File: config.mk
export PLATFORM = sky130hd
export DESIGN_NAME = idex_reg_flat
export DESIGN_NICKNAME = d
export VERILOG_FILES = /design/src/rtl/idex_reg_pkg.sv /design/src/rtl/idex_reg_if.sv /design/src/rtl/idex_reg_hazard_detect.sv /design/src/rtl/idex_reg.sv /design/src/flat_wrapper.sv
export SDC_FILE = /design/constraint.sdc
export NUM_CORES = 1
export LEC_CHECK = 0
export BUFFER_PORTS_ARGS = -buffer_cell sky130_fd_sc_hd__buf_4
export CAP_MARGIN = 20
export CORE_ASPECT_RATIO = 0.6
export CORE_UTILIZATION = 34
export DETAILED_ROUTE_END_ITERATION = 6
export PLACE_DENSITY = 0.74
export SLEW_MARGIN = 20
export SYNTH_ARGS = -nofsm -noshare
export SYNTH_HDL_FRONTEND = slang
export SYNTH_SLANG_ARGS = --single-unit
File: constraint.sdc
create_clock -name clk -period 2.8 [get_ports clk]
set_input_delay 0.14 -clock clk [delete_from_list [all_inputs] [get_ports clk]]
set_output_delay 0.14 -clock clk [all_outputs]
set_load 0.03 [all_outputs]
File: src/rtl/idex_reg_pkg.sv
// Shared types for the decode-to-execute pipeline register: word and register
// address widths, decoded instruction, forwarding bundle and the registered
// ID/EX payload. Also holds the operand-select helper used at capture.
package idex_reg_pkg;

  localparam int XLEN   = 32;
  localparam int CREG_W = 5;

  typedef logic [XLEN-1:0]   word_t;
  typedef logic [CREG_W-1:0] creg_addr_t;

  // Control bits carried with the instruction; use_ra* say which sources
  // the instruction actually reads.
  typedef struct packed {
    logic       use_ra1;
    logic       use_ra2;
    logic       regwrite;
    logic       memread;
    logic [3:0] alu_op;
  } ctl_t;

  typedef struct packed {
    creg_addr_t ra1;
    creg_addr_t ra2;
    creg_addr_t dst;
    ctl_t       ctl;
  } decode_data_t;

  typedef struct packed {
    logic  enable;
    word_t data;
  } fwd_data_t;

  typedef struct packed {
    decode_data_t instr;
    word_t        srca;
    word_t        srcb;
  } idex_data_t;

  // Occupancy of the register (mirrors out_valid).
  typedef enum logic {
    ST_EMPTY = 1'b0,
    ST_FULL  = 1'b1
  } idex_state_e;

  // Forwarded value wins over the register-file read when enabled.
  function automatic word_t resolve_operand(input fwd_data_t fwd, input word_t rf);
    return fwd.enable ? fwd.data : rf;
  endfunction

endpackage

File: src/rtl/idex_reg_if.sv
// Bundle of decode-side, hazard-side and execute-side signals of idex_reg.
// slave: the pipeline register itself. master: whoever drives decode/execute.
interface idex_reg_if;
  import idex_reg_pkg::*;

  logic         in_valid;
  logic         in_ready;
  decode_data_t dataD;
  word_t        rd1;
  word_t        rd2;
  fwd_data_t    fwd_srca;
  fwd_data_t    fwd_srcb;
  logic         ex_memread;
  creg_addr_t   ex_dst;
  logic         mem_regwrite;
  creg_addr_t   mem_dst;
  logic         flush;
  logic         exe_ready;
  logic         out_valid;
  idex_data_t   out_data;
  logic [31:0]  perf_bubble_cnt;
  logic [31:0]  perf_hold_cnt;

  modport slave (
    input  in_valid, dataD, rd1, rd2, fwd_srca, fwd_srcb,
    input  ex_memread, ex_dst, mem_regwrite, mem_dst, flush, exe_ready,
    output in_ready, out_valid, out_data, perf_bubble_cnt, perf_hold_cnt
  );

  modport master (
    output in_valid, dataD, rd1, rd2, fwd_srca, fwd_srcb,
    output ex_memread, ex_dst, mem_regwrite, mem_dst, flush, exe_ready,
    input  in_ready, out_valid, out_data, perf_bubble_cnt, perf_hold_cnt
  );

endinterface

File: src/rtl/idex_reg_hazard_detect.sv
// Combinational interlock check: a used, non-zero source that matches a load
// in E or any register writer in M cannot be covered by forwarding.
module idex_reg_hazard_detect
  import idex_reg_pkg::*;
(
  input  creg_addr_t i_ra1,
  input  creg_addr_t i_ra2,
  input  logic       i_use_ra1,
  input  logic       i_use_ra2,
  input  logic       i_ex_memread,
  input  creg_addr_t i_ex_dst,
  input  logic       i_mem_regwrite,
  input  creg_addr_t i_mem_dst,
  output logic       o_hazard
);

  creg_addr_t w_src [2];
  logic [1:0] w_use;
  logic [1:0] w_hit;

  assign w_src[0] = i_ra1;
  assign w_src[1] = i_ra2;
  assign w_use    = {i_use_ra2, i_use_ra1};

  // x0 never creates a dependency, so it is excluded before matching.
  generate
    for (genvar gi = 0; gi < 2; gi++) begin : g_src
      assign w_hit[gi] = w_use[gi] && (w_src[gi] != '0) &&
                         ((i_ex_memread   && (i_ex_dst  == w_src[gi])) ||
                          (i_mem_regwrite && (i_mem_dst == w_src[gi])));
    end
  endgenerate

  assign o_hazard = |w_hit;

endmodule

File: src/rtl/idex_reg.sv
// Decode-to-execute pipeline register with operand capture, load-use / M-stage
// interlock, execute backpressure and flush. Optional performance counters are
// built only when IDEX_PERF_EN is defined; otherwise the counter ports read 0.
module idex_reg
  import idex_reg_pkg::*;
(
  input  logic       clk,
  input  logic       resetn,
  idex_reg_if.slave  bus
);

  logic        w_hazard;
  logic        w_advance;
  logic        w_capture;
  word_t       w_srca;
  word_t       w_srcb;
  idex_state_e r_state;
  idex_state_e w_state_next;
  idex_data_t  r_data;

  idex_reg_hazard_detect u_hazard (
    .i_ra1          (bus.dataD.ra1),
    .i_ra2          (bus.dataD.ra2),
    .i_use_ra1      (bus.dataD.ctl.use_ra1),
    .i_use_ra2      (bus.dataD.ctl.use_ra2),
    .i_ex_memread   (bus.ex_memread),
    .i_ex_dst       (bus.ex_dst),
    .i_mem_regwrite (bus.mem_regwrite),
    .i_mem_dst      (bus.mem_dst),
    .o_hazard       (w_hazard)
  );

  // Forwarding is only looked at here; once captured, operands are frozen.
  assign w_srca    = resolve_operand(bus.fwd_srca, bus.rd1);
  assign w_srcb    = resolve_operand(bus.fwd_srcb, bus.rd2);

  assign w_advance = bus.exe_ready || (r_state == ST_EMPTY);
  assign w_capture = w_advance && bus.in_valid && !w_hazard && !bus.flush;
  assign bus.in_ready = w_advance && !w_hazard && !bus.flush;

  // Next occupancy: flush empties, capture fills, advance without capture
  // drains to a bubble, otherwise hold.
  always_comb begin
    w_state_next = r_state;
    if (bus.flush) begin
      w_state_next = ST_EMPTY;
    end else if (w_capture) begin
      w_state_next = ST_FULL;
    end else if (w_advance) begin
      w_state_next = ST_EMPTY;
    end
  end

  // Occupancy register.
  always_ff @(posedge clk or negedge resetn) begin
    if (!resetn) begin
      r_state <= ST_EMPTY;
    end else begin
      r_state <= w_state_next;
    end
  end

  // Payload register: loads only on capture, holds through bubbles/flush/stall.
  always_ff @(posedge clk or negedge resetn) begin
    if (!resetn) begin
      r_data <= '0;
    end else if (w_capture) begin
      r_data <= '{instr: bus.dataD, srca: w_srca, srcb: w_srcb};
    end
  end

  assign bus.out_valid = (r_state == ST_FULL);
  assign bus.out_data  = r_data;

`ifdef IDEX_PERF_EN
  logic [31:0] r_bubble_cnt;
  logic [31:0] r_hold_cnt;

  // Bubbles caused by an interlock, and cycles held by execute backpressure.
  always_ff @(posedge clk or negedge resetn) begin
    if (!resetn) begin
      r_bubble_cnt <= '0;
      r_hold_cnt   <= '0;
    end else if (!bus.flush) begin
      if (w_advance && bus.in_valid && w_hazard) begin
        r_bubble_cnt <= r_bubble_cnt + 32'd1;
      end
      if (!w_advance) begin
        r_hold_cnt <= r_hold_cnt + 32'd1;
      end
    end
  end

  assign bus.perf_bubble_cnt = r_bubble_cnt;
  assign bus.perf_hold_cnt   = r_hold_cnt;
`else
  assign bus.perf_bubble_cnt = '0;
  assign bus.perf_hold_cnt   = '0;
`endif

endmodule

File: src/flat_wrapper.sv
// flat-port wrapper written by rule: the top's interface ports become plain ports
module idex_reg_flat import idex_reg_pkg::*;
  (clk, resetn, bus_in_valid, bus_dataD, bus_rd1, bus_rd2, bus_fwd_srca, bus_fwd_srcb, bus_ex_memread, bus_ex_dst, bus_mem_regwrite, bus_mem_dst, bus_flush, bus_exe_ready, bus_in_ready, bus_out_valid, bus_out_data, bus_perf_bubble_cnt, bus_perf_hold_cnt);
  idex_reg_if bus_i ();
  input  logic clk;
  input  logic resetn;
  input wire logic [$bits(bus_i.in_valid)-1:0] bus_in_valid;
  input wire logic [$bits(bus_i.dataD)-1:0] bus_dataD;
  input wire logic [$bits(bus_i.rd1)-1:0] bus_rd1;
  input wire logic [$bits(bus_i.rd2)-1:0] bus_rd2;
  input wire logic [$bits(bus_i.fwd_srca)-1:0] bus_fwd_srca;
  input wire logic [$bits(bus_i.fwd_srcb)-1:0] bus_fwd_srcb;
  input wire logic [$bits(bus_i.ex_memread)-1:0] bus_ex_memread;
  input wire logic [$bits(bus_i.ex_dst)-1:0] bus_ex_dst;
  input wire logic [$bits(bus_i.mem_regwrite)-1:0] bus_mem_regwrite;
  input wire logic [$bits(bus_i.mem_dst)-1:0] bus_mem_dst;
  input wire logic [$bits(bus_i.flush)-1:0] bus_flush;
  input wire logic [$bits(bus_i.exe_ready)-1:0] bus_exe_ready;
  output wire logic [$bits(bus_i.in_ready)-1:0] bus_in_ready;
  output wire logic [$bits(bus_i.out_valid)-1:0] bus_out_valid;
  output wire logic [$bits(bus_i.out_data)-1:0] bus_out_data;
  output wire logic [$bits(bus_i.perf_bubble_cnt)-1:0] bus_perf_bubble_cnt;
  output wire logic [$bits(bus_i.perf_hold_cnt)-1:0] bus_perf_hold_cnt;
  assign bus_i.in_valid = bus_in_valid;
  assign bus_i.dataD = bus_dataD;
  assign bus_i.rd1 = bus_rd1;
  assign bus_i.rd2 = bus_rd2;
  assign bus_i.fwd_srca = bus_fwd_srca;
  assign bus_i.fwd_srcb = bus_fwd_srcb;
  assign bus_i.ex_memread = bus_ex_memread;
  assign bus_i.ex_dst = bus_ex_dst;
  assign bus_i.mem_regwrite = bus_mem_regwrite;
  assign bus_i.mem_dst = bus_mem_dst;
  assign bus_i.flush = bus_flush;
  assign bus_i.exe_ready = bus_exe_ready;
  assign bus_in_ready = bus_i.in_ready;
  assign bus_out_valid = bus_i.out_valid;
  assign bus_out_data = bus_i.out_data;
  assign bus_perf_bubble_cnt = bus_i.perf_bubble_cnt;
  assign bus_perf_hold_cnt = bus_i.perf_hold_cnt;
  idex_reg u_core (.clk(clk), .resetn(resetn), .bus(bus_i));
endmodule
-- After elaboration in Yosys (flattened, before gate mapping)
Cells that the tools add are included.
- bits in registers: 88
- output and inout bits: 153
- mux-type cells: 5
- reductions and logical operators: 22
- equal/unequal tests: 4
- bitwise logic cells: 1
- operators with widths (kind ; count):
    32-bit two-way mux ; 2
    5-bit equality test ; 4
    1-bit logical AND ; 13
    5-bit nonzero test ; 2
    1-bit logical OR ; 3
    1-bit two-way mux ; 3
    3-bit nonzero test ; 1
    1-bit zero test ; 2
    2-bit OR reduction ; 1
    1-bit inverter ; 1

-- Longest topological paths before layout
- depth after elaboration: 10
- depth in mapped cells: 8

-- Modules after synthesis
Synthesis repeated with hierarchy kept, for this count alone.
- cell total of the unflattened synthesis: 359
- area total of the unflattened synthesis: 4875.9 µm²
- modules (own cells, without submodules) (module ; cells each ; sequential area each (µm²) ; times used ; area each (µm²)):
    idex_reg ; 326 ; 2202.1 ; 1 ; 4614.4
    idex_reg_hazard_detect ; 33 ; 0.0 ; 1 ; 261.5

-- Worst setup path after synthesis
Ideal clock, no wire load.
- path kind: input to register
- start: input port bus_dataD[18]
- end: register u_core.r_data, in the netlist u_core.bus.out_data[33]
- data arrival time: 1.750 ns
- library setup time: 0.125 ns
- slack: 0.925 ns
- data required time: 2.675 ns
- path buffers: 2
- stages on the path: 7
- path through: or4_1 -> o21a_1 -> a32oi_2 -> nand3_2 -> buf_6 -> buf_6 -> mux2_4
- longest elaborated chain between the ends: 8
- RTL lines (what ; RTL line ; text):
    start: declaration ; flat_wrapper.sv:8 ; input wire logic [$bits(bus_i.dataD)-1:0] bus_dataD;
    5-bit equality test (on tied branches) ; idex_reg_hazard_detect.sv:29, idex_reg_hazard_detect.sv:30 ;
    1-bit logical AND (on tied branches) ; idex_reg_hazard_detect.sv:29, idex_reg_hazard_detect.sv:30 ;
    1-bit logical OR ; idex_reg_hazard_detect.sv:29 ; ((i_ex_memread && (i_ex_dst == w_src[gi])) ||
    1-bit logical AND * ; idex_reg_hazard_detect.sv:28 ; assign w_hit[gi] = w_use[gi] && (w_src[gi] != '0) &&
    2-bit OR reduction * ; idex_reg_hazard_detect.sv:34 ; assign o_hazard = |w_hit;
    1-bit zero test * ; idex_reg.sv:38 ; assign w_capture = w_advance && bus.in_valid && !w_hazard && !bus.flush;
    1-bit logical AND * (2 in a row) ; idex_reg.sv:38 ;
    end signal: assignment ; idex_reg.sv:68 ; r_data <= '{instr: bus.dataD, srca: w_srca, srcb: w_srcb};
    end: declaration ; idex_reg.sv:19 ; idex_data_t r_data;
Mark *: on every way between the ends. The rest lies on a longest branch, timed or not.
A chain may end at the register's enable or synchronous reset.

-- Worst setup path in the final report
- start: input port bus_dataD[18]
- end: register u_core.r_data, in the netlist u_core.bus.out_data[62]
The elaborated chain is that of the path after synthesis.

==> impl_metrics.toml <==
[detailed_routing]
post-route-drc-count = 0
drtPass1Iterations = 4
drtIter0Drc = 122
wl_per_cell_um = 15.0
drtAntennaViolNets = 0
routed_via_density = 4.33
routed_wl_mm = 12.2
num_vias = 3522

[sta]
min_period_over_period_pct = 65.3
min_period_ns = 1.83
fmax_ghz = 0.547
finalSetupViolCount = 0
slew_viol_final = 0
layout_setup_ws_ns = 0.973
worst_pin_slew_ns = 0.809
finalHoldViolCount = 0
totalNegativeSetupSlack_ns = 0
max_slew_margin_pct = 46.0
finClkSkew_ns = 0.00578
rsz0062_at_grt = "no"

[clocking]
cts_tree = "done"
root_buffer = "clkbuf_16"
postCtsResizedCells = 0
cts_max_level = 3
clock_sinks = 88
cts-buffers-inserted = 9
cts_buffer_depth = 2
insertion_delay_ns = 0.33
cts.clk_slew.worst_paths_ns = 0.06

[global_routing]
grt.met3_usage_pct = 5.64
grt_pass1_vias = 3583
grt-ovfl-total = 0
grtUsageMet2_pct = 26.0
antenna_found_initial = 0
grt_pass1_wl_mm = 18.3
met1_usage_pct = 19.9
grt_usage_pct = 15.9
grt_max_degree = 89
gr-max-usage-layer = "met2"

[place]
post-dp-hpwl_mm = 9.38
portBuffers = 258
place_ws_ns = 0.640
gp_congestion = 0.784
placed_cells = 796

[synth]
synthTopCellsByArea = "dfrtp_1, mux2_2, buf_4"
synth_top_area_share_pct = 44.9
synth_seq_cells = 88
synth.distinct_cells = 22
syn_inst = 363
synth_area_mm2 = 0.00491
avgSynthCellArea_um2 = 13.5
yosysTopAreaCell = "dfrtp_1"
ys_seq_area_share_pct = 44.9
yosys_warnings = 0

[finish]
layout-drive-gt1-share_pct = 68.6
syn2layout_area_growth_pct = 45.2
fin_nets = 787
utilization_pct = 51.4
antennaDiodeCount = 0
final_cells = 813

[flow_run]
maxCapViolations = 0

[floorplanning]
io_pins = 323
die_w_um = 157
die_h_um = 95.1
core_mm2 = 0.0139
start_util_pct = 35.4
fp-row-count = 33
dieArea_mm2 = 0.0149

[hold_path]
hold_path_class = "primary input to flip-flop"

[setup_path]
critPathRequiredTime_ns = 3.02
cp.arrival_ns = 2.05
endpoint_kind = "flip-flop"
cp-start-kind = "primary input"
critPathKind = "primary input to flip-flop"
crit_fanout = 84

[power]
power_density_mw_per_mm2 = 689
ir_drop_mv = 0.289
power_leakage_nw = 3.50

[run_status]
outcome = "completed"
[stage by stage]
step	total power, mW	instance area [um2]	hold slack (ns)
after detailed placement	3.58	6770	0.306
after global routing	5.14	7130	0.0199
after CTS	4.97	7110	0.0239
after global placement	3.53	6770	0.303
after floorplan	2.88	5140	-0.156
final	4.91	7130	0.0402
[cell usage after synthesis]
cell type,number
o22ai_1,2
mux2_4,30
mux2_2,121
nand2_1,6
nand3_2,1
nand2b_1,1
nor2_1,1
dfrtp_1,88
a32oi_2,1
buf_4,64
nand4_1,4
buf_2,5
or4_1,1
conb_1,1
clkbuf_1,8
nor3_1,1
and2_1,1
o21a_1,1
a21oi_1,1
buf_6,4
nor2b_1,1
xnor2_1,20
[worst max-delay path, stage by stage]
cell and delay [ns]:
buf_4 0.13, or4_1 0.51, o21a_1 0.19, a32oi_2 0.24, nand3_4 0.15, buf_12 0.28
mux2_4 0.36
[cells in the final DEF (no fill, tap or decap), drive strengths merged]
master and n:
clkbuf 10, dlygate4sd3 2, and2 1, nand2b 1
or4 1, nor3 1, buf 259, clkinv 1
o22ai 2, o21a 1, nand4 4, dfrtp 88
nor2 1, nor2b 1, xnor2 20, mux2 151
a21oi 1, clkinvlp 1, conb 64, nand3 1
bufinv 3, a32oi 1, nand2 6
[path summary, 6_finish.rpt]
| kind | start | end | slack, ns | cells past startpoint |
|---|---|---|---|---|
| min reg2reg | u_core.bus.out_data[67] | u_core.bus.out_data[67] | 0.50 | 1 |
| max reg2reg | u_core.bus.out_valid | u_core.bus.out_data[74] | 1.09 | 5 |
| max in group asynchronous | resetn | u_core.bus.out_data[41] | 1.79 | 2 |
| min | bus_dataD[12] | u_core.bus.out_data[76] | 0.04 | 2 |
| min in group asynchronous | resetn | u_core.bus.out_data[16] | 0.43 | 2 |
| max | bus_dataD[18] | u_core.bus.out_data[62] | 0.97 | 7 |
[report_power, final]
part	switching (mW)	total, mW	internal (mW)
clock	0.493	1.36	0.869
sequential	0.153	1.69	1.54
combinational	1.02	1.86	0.841
total	1.66	4.91	3.25
[cells by family (layout without fill, tap and decap cells)]
| kind of cell | Yosys count | count (layout) | synth area share [%] |
|---|---|---|---|
| mux | 151 | 151 | 36.9 |
| flops | 88 | 88 | 44.9 |
| buf+inv | 81 | 276 | 11.8 |
| xor+xnor | 20 | 20 | 3.57 |
| simple gates | 17 | 17 | 1.89 |
| compound gates | 5 | 5 | 0.841 |
| other cells | 1 | 64 | 0.0764 |
[metal layers]
layer	routed length, um	share of wire, %
met1	5190	43
met2	5800	48
met3	1040	8.5
met4	172	1.4
met5	0	0
[state kept, by name, summed over array words and instances, names as in the netlist]
| register | count |
|---|---|
| u_core.bus.out_data | 87 |
| u_core.bus.out_valid | 1 |
[cell type report]
class,instances,area [um2]
clock buffer,10,229
clock inverter,5,106
fill,1248,6750
multi-input combinational,257,2370
sequential,88,2200
tap,192,240
timing repair buffer,261,1980
[timing repair]
item                                   4_1_cts  5_1_grt
hold buffers                                 1        1
endpoints found under the hold margin        1       88
buffers inserted                             0        0
Power figures use the tool's default switching activity.
